==> src/rtl/hazard_stall_ctrl_pkg.sv <==
// rtl/hazard_stall_ctrl_pkg.sv - shared pipeline control types and constants
package hazard_stall_ctrl_pkg;

  localparam int REG_ADDR_W_DEFAULT = 5;

  // Instruction word loaded into a flushed pipeline register
  localparam logic [31:0] NOP_INSTR = 32'h0000_0000;

  typedef enum logic [1:0] {
    RUN        = 2'd0,
    LOAD_STALL = 2'd1,
    FLUSH      = 2'd2,
    HALT       = 2'd3
  } state_t;

endpackage

==> src/rtl/hazard_stall_ctrl_load_use_detect.sv <==
// rtl/hazard_stall_ctrl_load_use_detect.sv - combinational load-use hazard compare
// Ports:
//   idRs, idRt, idRtUsed : source operands of the instruction in ID
//   idexMemRead, idexRt  : load in EX and its destination register
//   hazard               : ID consumes the load result one cycle too early
module load_use_detect #(
  parameter int REG_ADDR_W = 5
) (
  input  logic [REG_ADDR_W-1:0] idRs,
  input  logic [REG_ADDR_W-1:0] idRt,
  input  logic                  idRtUsed,
  input  logic                  idexMemRead,
  input  logic [REG_ADDR_W-1:0] idexRt,
  output logic                  hazard
);

  // r0 is hardwired to zero, so a load targeting it never creates a dependency
  assign hazard = idexMemRead && (idexRt != '0) &&
                  ((idexRt == idRs) || (idRtUsed && (idexRt == idRt)));

endmodule

==> src/rtl/hazard_stall_ctrl.sv <==
// rtl/hazard_stall_ctrl.sv - stall/flush/halt controller for PC, IF/ID and ID/EX
// Ports:
//   clock, reset          : rising-edge clock, synchronous active-high reset
//   idRs/idRt/idRtUsed    : ID source operands
//   idHalt                : ID holds HALT
//   idexMemRead/idexRt    : load in EX
//   exTaken               : branch/jump resolved taken in EX
//   pcNotEnable, ifidNotEnable, ifidFlush, idexFlush, halted : registered controls
//   stallCount            : saturating count of load-use stall cycles
module hazard_stall_ctrl
  import hazard_stall_ctrl_pkg::*;
#(
  parameter int REG_ADDR_W   = REG_ADDR_W_DEFAULT,
  parameter int FLUSH_CYCLES = 2,
  parameter int CNT_W        = 16
) (
  input  logic                  clock,
  input  logic                  reset,
  input  logic [REG_ADDR_W-1:0] idRs,
  input  logic [REG_ADDR_W-1:0] idRt,
  input  logic                  idRtUsed,
  input  logic                  idHalt,
  input  logic                  idexMemRead,
  input  logic [REG_ADDR_W-1:0] idexRt,
  input  logic                  exTaken,
  output logic                  pcNotEnable,
  output logic                  ifidNotEnable,
  output logic                  ifidFlush,
  output logic                  idexFlush,
  output logic                  halted,
  output logic [CNT_W-1:0]      stallCount
);

  localparam logic [1:0] FLUSH_RELOAD = 2'(FLUSH_CYCLES - 1);

  state_t     state, stateNext;
  logic [1:0] flushCnt, flushCntNext;
  logic       hazard;
  logic       pcNext, ifidNeNext, ifidFlNext, idexFlNext, haltedNext;

  load_use_detect #(.REG_ADDR_W(REG_ADDR_W)) u_detect (
    .idRs        (idRs),
    .idRt        (idRt),
    .idRtUsed    (idRtUsed),
    .idexMemRead (idexMemRead),
    .idexRt      (idexRt),
    .hazard      (hazard)
  );

  always_comb begin
    stateNext    = state;
    flushCntNext = flushCnt;
    case (state)
      RUN: begin
        // a taken branch squashes any halt or hazard sitting behind it
        if (exTaken) begin
          stateNext    = FLUSH;
          flushCntNext = FLUSH_RELOAD;
        end else if (idHalt) begin
          stateNext = HALT;
        end else if (hazard) begin
          stateNext = LOAD_STALL;
        end
      end
      LOAD_STALL: begin
        if (exTaken) begin
          stateNext    = FLUSH;
          flushCntNext = FLUSH_RELOAD;
        end else begin
          stateNext = RUN;
        end
      end
      FLUSH: begin
        if (exTaken) begin
          flushCntNext = FLUSH_RELOAD;
        end else if (flushCnt == 2'd0) begin
          stateNext = RUN;
        end else begin
          flushCntNext = flushCnt - 2'd1;
        end
      end
      HALT: stateNext = HALT;
      default: stateNext = RUN;
    endcase
  end

  // Outputs are decoded from the next state and registered alongside it, so
  // they are a pure function of the current state and glitch-free by the
  // falling edge where the pipeline registers capture.
  always_comb begin
    pcNext     = 1'b0;
    ifidNeNext = 1'b0;
    ifidFlNext = 1'b0;
    idexFlNext = 1'b0;
    haltedNext = 1'b0;
    case (stateNext)
      LOAD_STALL: begin
        pcNext     = 1'b1;
        ifidNeNext = 1'b1;
        idexFlNext = 1'b1;
      end
      FLUSH: begin
        ifidFlNext = 1'b1;
        idexFlNext = 1'b1;
      end
      HALT: begin
        pcNext     = 1'b1;
        ifidNeNext = 1'b1;
        idexFlNext = 1'b1;
        haltedNext = 1'b1;
      end
      default: ;
    endcase
  end

  always_ff @(posedge clock) begin
    if (reset) begin
      state         <= RUN;
      flushCnt      <= 2'd0;
      pcNotEnable   <= 1'b0;
      ifidNotEnable <= 1'b0;
      ifidFlush     <= 1'b0;
      idexFlush     <= 1'b0;
      halted        <= 1'b0;
      stallCount    <= '0;
    end else begin
      state         <= stateNext;
      flushCnt      <= flushCntNext;
      pcNotEnable   <= pcNext;
      ifidNotEnable <= ifidNeNext;
      ifidFlush     <= ifidFlNext;
      idexFlush     <= idexFlNext;
      halted        <= haltedNext;
      // counted on entry so the count already includes the visible stall cycle
      if (stateNext == LOAD_STALL && stallCount != '1)
        stallCount <= stallCount + CNT_W'(1);
    end
  end

endmodule
==> config.mk <==
export PLATFORM = sky130hd
export DESIGN_NAME = hazard_stall_ctrl
export DESIGN_NICKNAME = d
export VERILOG_FILES = /design/src/rtl/hazard_stall_ctrl_pkg.sv /design/src/rtl/hazard_stall_ctrl_load_use_detect.sv /design/src/rtl/hazard_stall_ctrl.sv
export SDC_FILE = /design/constraint.sdc
export NUM_CORES = 1
export LEC_CHECK = 0
export CORE_UTILIZATION = 43
export CTS_BUF_LIST = sky130_fd_sc_hd__clkbuf_8
export DETAILED_ROUTE_END_ITERATION = 7
export PLACE_DENSITY_LB_ADDON = 0.05
export SLEW_MARGIN = 0
export SYNTH_ARGS = -nofsm -noshare
export SYNTH_HDL_FRONTEND = slang
export SYNTH_SLANG_ARGS = --single-unit
==> constraint.sdc <==
create_clock -name clock -period 2.3 [get_ports clock]
set_clock_uncertainty 0.1 [all_clocks]
set_input_delay 0.46 -clock clock [delete_from_list [all_inputs] [get_ports clock]]
set_output_delay 0.46 -clock clock [all_outputs]
set_load 0.05 [all_outputs]
Word-level counts from Yosys, hierarchy flattened
Cells that the tools add are included.
- logic and storage cells: 48
- register bits after elaboration: 24
- bits of input ports: 21
- add/subtract/negate cells: 2
- multiplexer cells: 15
- equality and inequality tests: 11
- reductions and logical operators: 13
- operators by type and width (cell ; count):
    $mux W2 ; 9
    $add A16 B1 Y16 const B ; 1
    $ne A16 B16 Y1 const B ; 1
    $eq A5 B5 Y1 ; 2
    $eq A2 B2 Y1 const B ; 4
    $pmux W2 S4 ; 1
    $reduce_bool A5 Y1 ; 1
    $eq A2 B1 Y1 const B ; 2
    $logic_and A1 B1 Y1 ; 4
    $logic_not A2 Y1 ; 2
    $mux W1 ; 4
    $pmux W2 S2 ; 1
    $reduce_or A2 Y1 ; 2
    $ne A3 B3 Y1 const B ; 1
    $reduce_and A3 Y1 ; 1
    $reduce_or A3 Y1 ; 1
    $ne A2 B1 Y1 const B ; 1
    $reduce_bool A2 Y1 ; 1
    $sub A2 B1 Y2 const B ; 1
    $logic_or A1 B1 Y1 ; 1

Logic depth before layout (Yosys ltp)
- depth after elaboration: 11
- depth in mapped cells: 8

Modules after synthesis
Synthesis repeated with hierarchy kept, for this count alone.
- cell total of the unflattened synthesis: 146
- area total of the unflattened synthesis: 1315.0 um^2
- modules (own cells, without submodules) (module ; area each (um^2) ; seq. area each (um^2) ; cells an instance ; instances):
    hazard_stall_ctrl ; 1182.4 ; 480.5 ; 129 ; 1
    load_use_detect ; 132.6 ; 0.0 ; 17 ; 1

Worst setup path after synthesis
No wires, ideal clock.
- path type: reg2reg
- start point: reg stallCount[0]
- end point: reg stallCount[12]
- setup slack: -166 ps
- period minus slack after synthesis: 2466 ps
- stages on the path, launching flop included: 6
- data required time: 2079 ps
- arrival: 2245 ps
- setup time: 121 ps
- cells stage by stage: dfxtp_1 ha_1 nand3_1 or4b_2 nor3_1 mux2_4
- word-level cells in the longest chain between the ends: 2
- RTL lines (item ; line ; RTL):
    from (decl) ; hazard_stall_ctrl.sv:31 ; output logic [CNT_W-1:0] stallCount
    from (signal assigned) ; hazard_stall_ctrl.sv:136 ; stallCount <= stallCount + CNT_W'(1);
    parallel branches: the longest is 2 deep, another holds $add A16 B1 Y16 ; - ;
Several ways; the timed one is not identified.
A chain may end at the register's enable or synchronous reset.

Worst setup path in the final report
- start point: in exTaken
- end point: reg stallCount[9]
- word-level cells in the longest chain between the ends: 4
- RTL lines (item ; line ; RTL):
    from (decl) ; hazard_stall_ctrl.sv:25 ; input logic exTaken,
    $mux W2 (on tied branches) ; hazard_stall_ctrl.sv:74, hazard_stall_ctrl.sv:66, hazard_stall_ctrl.sv:56 ;
    $pmux W2 S4 (*) ; hazard_stall_ctrl.sv:53 ; case (state)
    $eq A2 B1 Y1 (*) ; hazard_stall_ctrl.sv:135 ; if (stateNext == LOAD_STALL && stallCount != '1)
    $logic_and A1 B1 Y1 (*) ; hazard_stall_ctrl.sv:135 ;
Mark *: on every way between the ends. The rest lies on a longest branch, timed or not.

==> impl_metrics.prom <==
# TYPE chip_impl_metric gauge
chip_impl_info{name="run_status",value="finished, violations left"} 1
chip_impl_info{name="violations",value="design-rule violations"} 1
chip_impl_metric{name="synth_enable_flop_cells",unit=""} 0
chip_impl_metric{name="setup_slack_at_placement",unit="ns"} -0.468
chip_impl_info{name="r2r_start",value="state[0]"} 1
chip_impl_metric{name="worst_slack",unit="ns"} 0.0162
chip_impl_metric{name="gr-usage-met3",unit=""} 0.0313
chip_impl_info{name="type_of_element_capturing_the_critical_path",value="flip-flop"} 1
chip_impl_metric{name="placed_area",unit="um2"} 1940
chip_impl_metric{name="clkSinkCount",unit=""} 24
chip_impl_info{name="crit_path_cell_trace",value="dlygate4sd2_1, nor3_2, buf_4, o211ai_2, buf_4, buf_4, nor4_2, buf_4, nand2_1, or3_1, a21oi_1"} 1
chip_impl_metric{name="drive_above_1_share",unit=""} 0.319
chip_impl_metric{name="postRouteAntennaNets",unit=""} 0
chip_impl_metric{name="ctsHoldBuffers",unit=""} 0
chip_impl_metric{name="clock_path_buffers",unit=""} 2
chip_impl_info{name="post-synth-top-count-cell",value="dfxtp_1"} 1
chip_impl_metric{name="vdd.ir_drop.worst",unit="uV"} 295
chip_impl_metric{name="cp_slowest_stage_delay",unit="ns"} 0.35
chip_impl_metric{name="boundaryPins",unit=""} 42
chip_impl_metric{name="design_area",unit="um2"} 2080
chip_impl_metric{name="ys_ff_latch",unit=""} 24
chip_impl_info{name="synth.top_cells.by_count",value="dfxtp_1, nor2_1, xnor2_1"} 1
chip_impl_metric{name="cap_violations",unit=""} 0
chip_impl_metric{name="setup_tns",unit="ns"} 0
chip_impl_metric{name="synth_sequential_area_ratio",unit=""} 0.361
chip_impl_metric{name="row_count",unit=""} 19
chip_impl_metric{name="grt_start_max_net_pins",unit=""} 19
chip_impl_info{name="grt_most_used_layer",value="met2"} 1
chip_impl_metric{name="globalRoute.totalOverflow",unit=""} 0
chip_impl_info{name="tritoncts",value="built"} 1
chip_impl_metric{name="design.core.area",unit="um2"} 2850
chip_impl_metric{name="timing.final.crit_share",unit=""} 0.993
chip_impl_metric{name="relative_max_transition_margin",unit=""} 0.592
chip_impl_metric{name="final.min_clock_period",unit="ns"} 2.28
chip_impl_metric{name="cellPowerDensity",unit="nW/um2"} 452
chip_impl_metric{name="hpwl_reported_at_the_end_of_detailed_placement",unit="mm"} 2.66
chip_impl_metric{name="antenna_found_initial",unit=""} 0
chip_impl_info{name="synth-main-ff-cell",value="dfxtp_1"} 1
chip_impl_metric{name="antennaDiodeCount",unit=""} 0
chip_impl_metric{name="critical_path.n_buffers_inverters",unit=""} 5
chip_impl_metric{name="finalSetupViolations",unit=""} 0
chip_impl_metric{name="fp.dieW",unit="um"} 57.6
chip_impl_metric{name="finalWeightedCongestion",unit=""} 0.879
chip_impl_info{name="critical_path_class",value="in2reg"} 1
chip_impl_metric{name="synth.lib_cells_used.distinct",unit=""} 42
chip_impl_metric{name="synthesis.area_per_instance",unit="um2"} 8.99
chip_impl_metric{name="worst-endpoint-arrival",unit="ns"} 2.38
chip_impl_metric{name="globalRouteMet1Util",unit=""} 0.293
chip_impl_metric{name="postSynthNetCount",unit=""} 171
chip_impl_metric{name="final_nets",unit=""} 240
chip_impl_info{name="slowest_stage",value="or3_1"} 1
chip_impl_metric{name="ctsHtreeMaxLevel",unit=""} 1
chip_impl_metric{name="netlist_instances",unit=""} 148
chip_impl_info{name="crit_top_cell",value="buf_4"} 1
chip_impl_metric{name="postSynth.asyncResetShare",unit=""} 0
chip_impl_info{name="min-delay-start",value="flushCnt[1]"} 1
chip_impl_info{name="cpLargestDelayFamily",value="buffers and inverters"} 1
chip_impl_metric{name="vias_per_cell",unit=""} 5.64
chip_impl_metric{name="vias",unit=""} 1394
chip_impl_metric{name="area_delta_synth_final",unit="%"} 56.5
chip_impl_metric{name="grt.total_usage",unit=""} 0.222
chip_impl_metric{name="clk_pin_slew",unit="ns"} 0.09
chip_impl_metric{name="drt_first_pass_iters",unit=""} 6
chip_impl_metric{name="fp.dieH",unit="um"} 57.6
chip_impl_metric{name="routed_wirelength",unit="mm"} 3.69
chip_impl_metric{name="post_synth_instance_area",unit="um2"} 1330
chip_impl_metric{name="worstPathMaxFanout",unit=""} 4
chip_impl_metric{name="final_hold_viol_count",unit=""} 0
chip_impl_metric{name="grt_first_pass_wirelength",unit="mm"} 5.78
chip_impl_info{name="crit_path_start_kind",value="input pin"} 1
chip_impl_metric{name="drt_first_iter_violations",unit=""} 34
chip_impl_info{name="synth_largest_area_cell",value="dfxtp_1"} 1
chip_impl_info{name="setup.worst_path.start",value="exTaken"} 1
chip_impl_metric{name="groute.layer.met2.usage",unit=""} 0.377
chip_impl_metric{name="yosys_warnings",unit=""} 0
chip_impl_info{name="root_buffer",value="clkbuf_8"} 1
chip_impl_metric{name="tritoncts.num_buffers",unit=""} 3
chip_impl_metric{name="insertion_delay",unit="ns"} 0.27
chip_impl_metric{name="grt_pass1_vias",unit=""} 1261
chip_impl_info{name="netlist_top_cells_area",value="dfxtp_1, xnor2_1, nor2_1"} 1
chip_impl_metric{name="synth.top_cell.area_share",unit=""} 0.361
chip_impl_metric{name="initial_core_utilization",unit=""} 0.466
chip_impl_info{name="worst_hold_path_type",value="reg2reg"} 1
chip_impl_metric{name="leakagePower",unit="nW"} 0.833
chip_impl_metric{name="worst_slew_pin_slew",unit="ns"} 0.610
chip_impl_metric{name="design.die.area",unit="um2"} 3320
chip_impl_metric{name="timing.fmax",unit="MHz"} 438
chip_impl_metric{name="port-buffer-count",unit=""} 41
chip_impl_metric{name="timing_max_transition_violations_final",unit=""} 0
chip_impl_metric{name="worstPathRequired",unit="ns"} 2.40
chip_impl_metric{name="wl_per_cell",unit="um"} 14.9
chip_impl_metric{name="drc_errors",unit=""} 3
## sequential cells by signal, summed over array words and instances (netlist names)
register	flops
ifidFlush	1
idexFlush	1
state	2
stallCount	16
halted	1
ifidNotEnable	1
flushCnt	2
## worst paths after layout
check | end | slack, ns | cells past startpoint
max | stallCount[9] | 0.02 | 11
min | flushCnt[1] | 0.39 | 2
max reg2reg | stallCount[9] | 0.07 | 10
min reg2reg | flushCnt[1] | 0.39 | 2
## area by class of cell
class / count / area, um2
Tap cell: 31 / 38.8
Timing Repair Buffer: 70 / 641
Multi-Input combinational cell: 115 / 843
Inverter: 3 / 11.3
Fill cell: 218 / 771
Sequential cell: 24 / 493
Clock buffer: 4 / 55.1
## what timing repair did
action	4_1_cts	5_1_grt
pin swaps	10	13
resized for setup	10	19
endpoints found under the setup margin	14	10
setup buffers	2	4
## power breakdown
group / switching (W) / leakage [nW] / internal (W)
Combinational: 0.000106 / 0.604 / 0.000108
Clock: 0.000139 / 0.0288 / 0.000153
Sequential: 0.00000743 / 0.200 / 0.000428
## placed cells by master, fill, tap and decap left out, types with 4 or more instances in the layout
master,count
dlymetal6s2s_1,4
nand4_1,8
dfxtp_1,14
nor3_1,4
xnor2_1,11
nand3_1,8
nor2b_1,6
nor2_1,14
dlygate4sd2_1,6
buf_4,27
dfxtp_2,10
clkdlybuf4s50_1,28
a21oi_1,6
clkbuf_8,4
nand2b_1,4
nand2_1,6
## worst reg2reg max path: stages, from the launching register on
cell	delay (ns)
dfxtp_2	0.37
nor3_2	0.19
buf_4	0.15
o211ai_2	0.09
buf_4	0.14
buf_4	0.13
nor4_2	0.29
buf_4	0.16
nand2_1	0.06
or3_1	0.35
a21oi_1	0.14
## stage by stage
stage	util	instances	hold slack (ns)	power, W
final	0.730	247	0.393	0.000940
after global routing	0.730	247	0.418	0.000977
after CTS	0.702	243	0.386	0.000926
after detailed placement	0.679	237	0.373	0.000644
after global placement	0.679	237	0.367	0.000636
after floorplan	-	148	0.356	0.000548
## layer usage
| layer | vias up | part of all wire |
|---|---|---|
| met1 | 676 | 0.47 |
| li1 | 677 | - |
| met5 | - | 0 |
| met4 | 0 | 0.020 |
| met3 | 9 | 0.029 |
| met2 | 32 | 0.48 |
## cells by family after synthesis
kind of cell | synth area share
and+or+nand+nor | 0.314
muxes | 0.0640
buffers and inverters | 0.0367
AOI/OAI and AO/OA | 0.113
xor gates and xnor gates | 0.0922
DFF | 0.361
adders and majority gates | 0.0188
(Power assumes the default switching activity.)
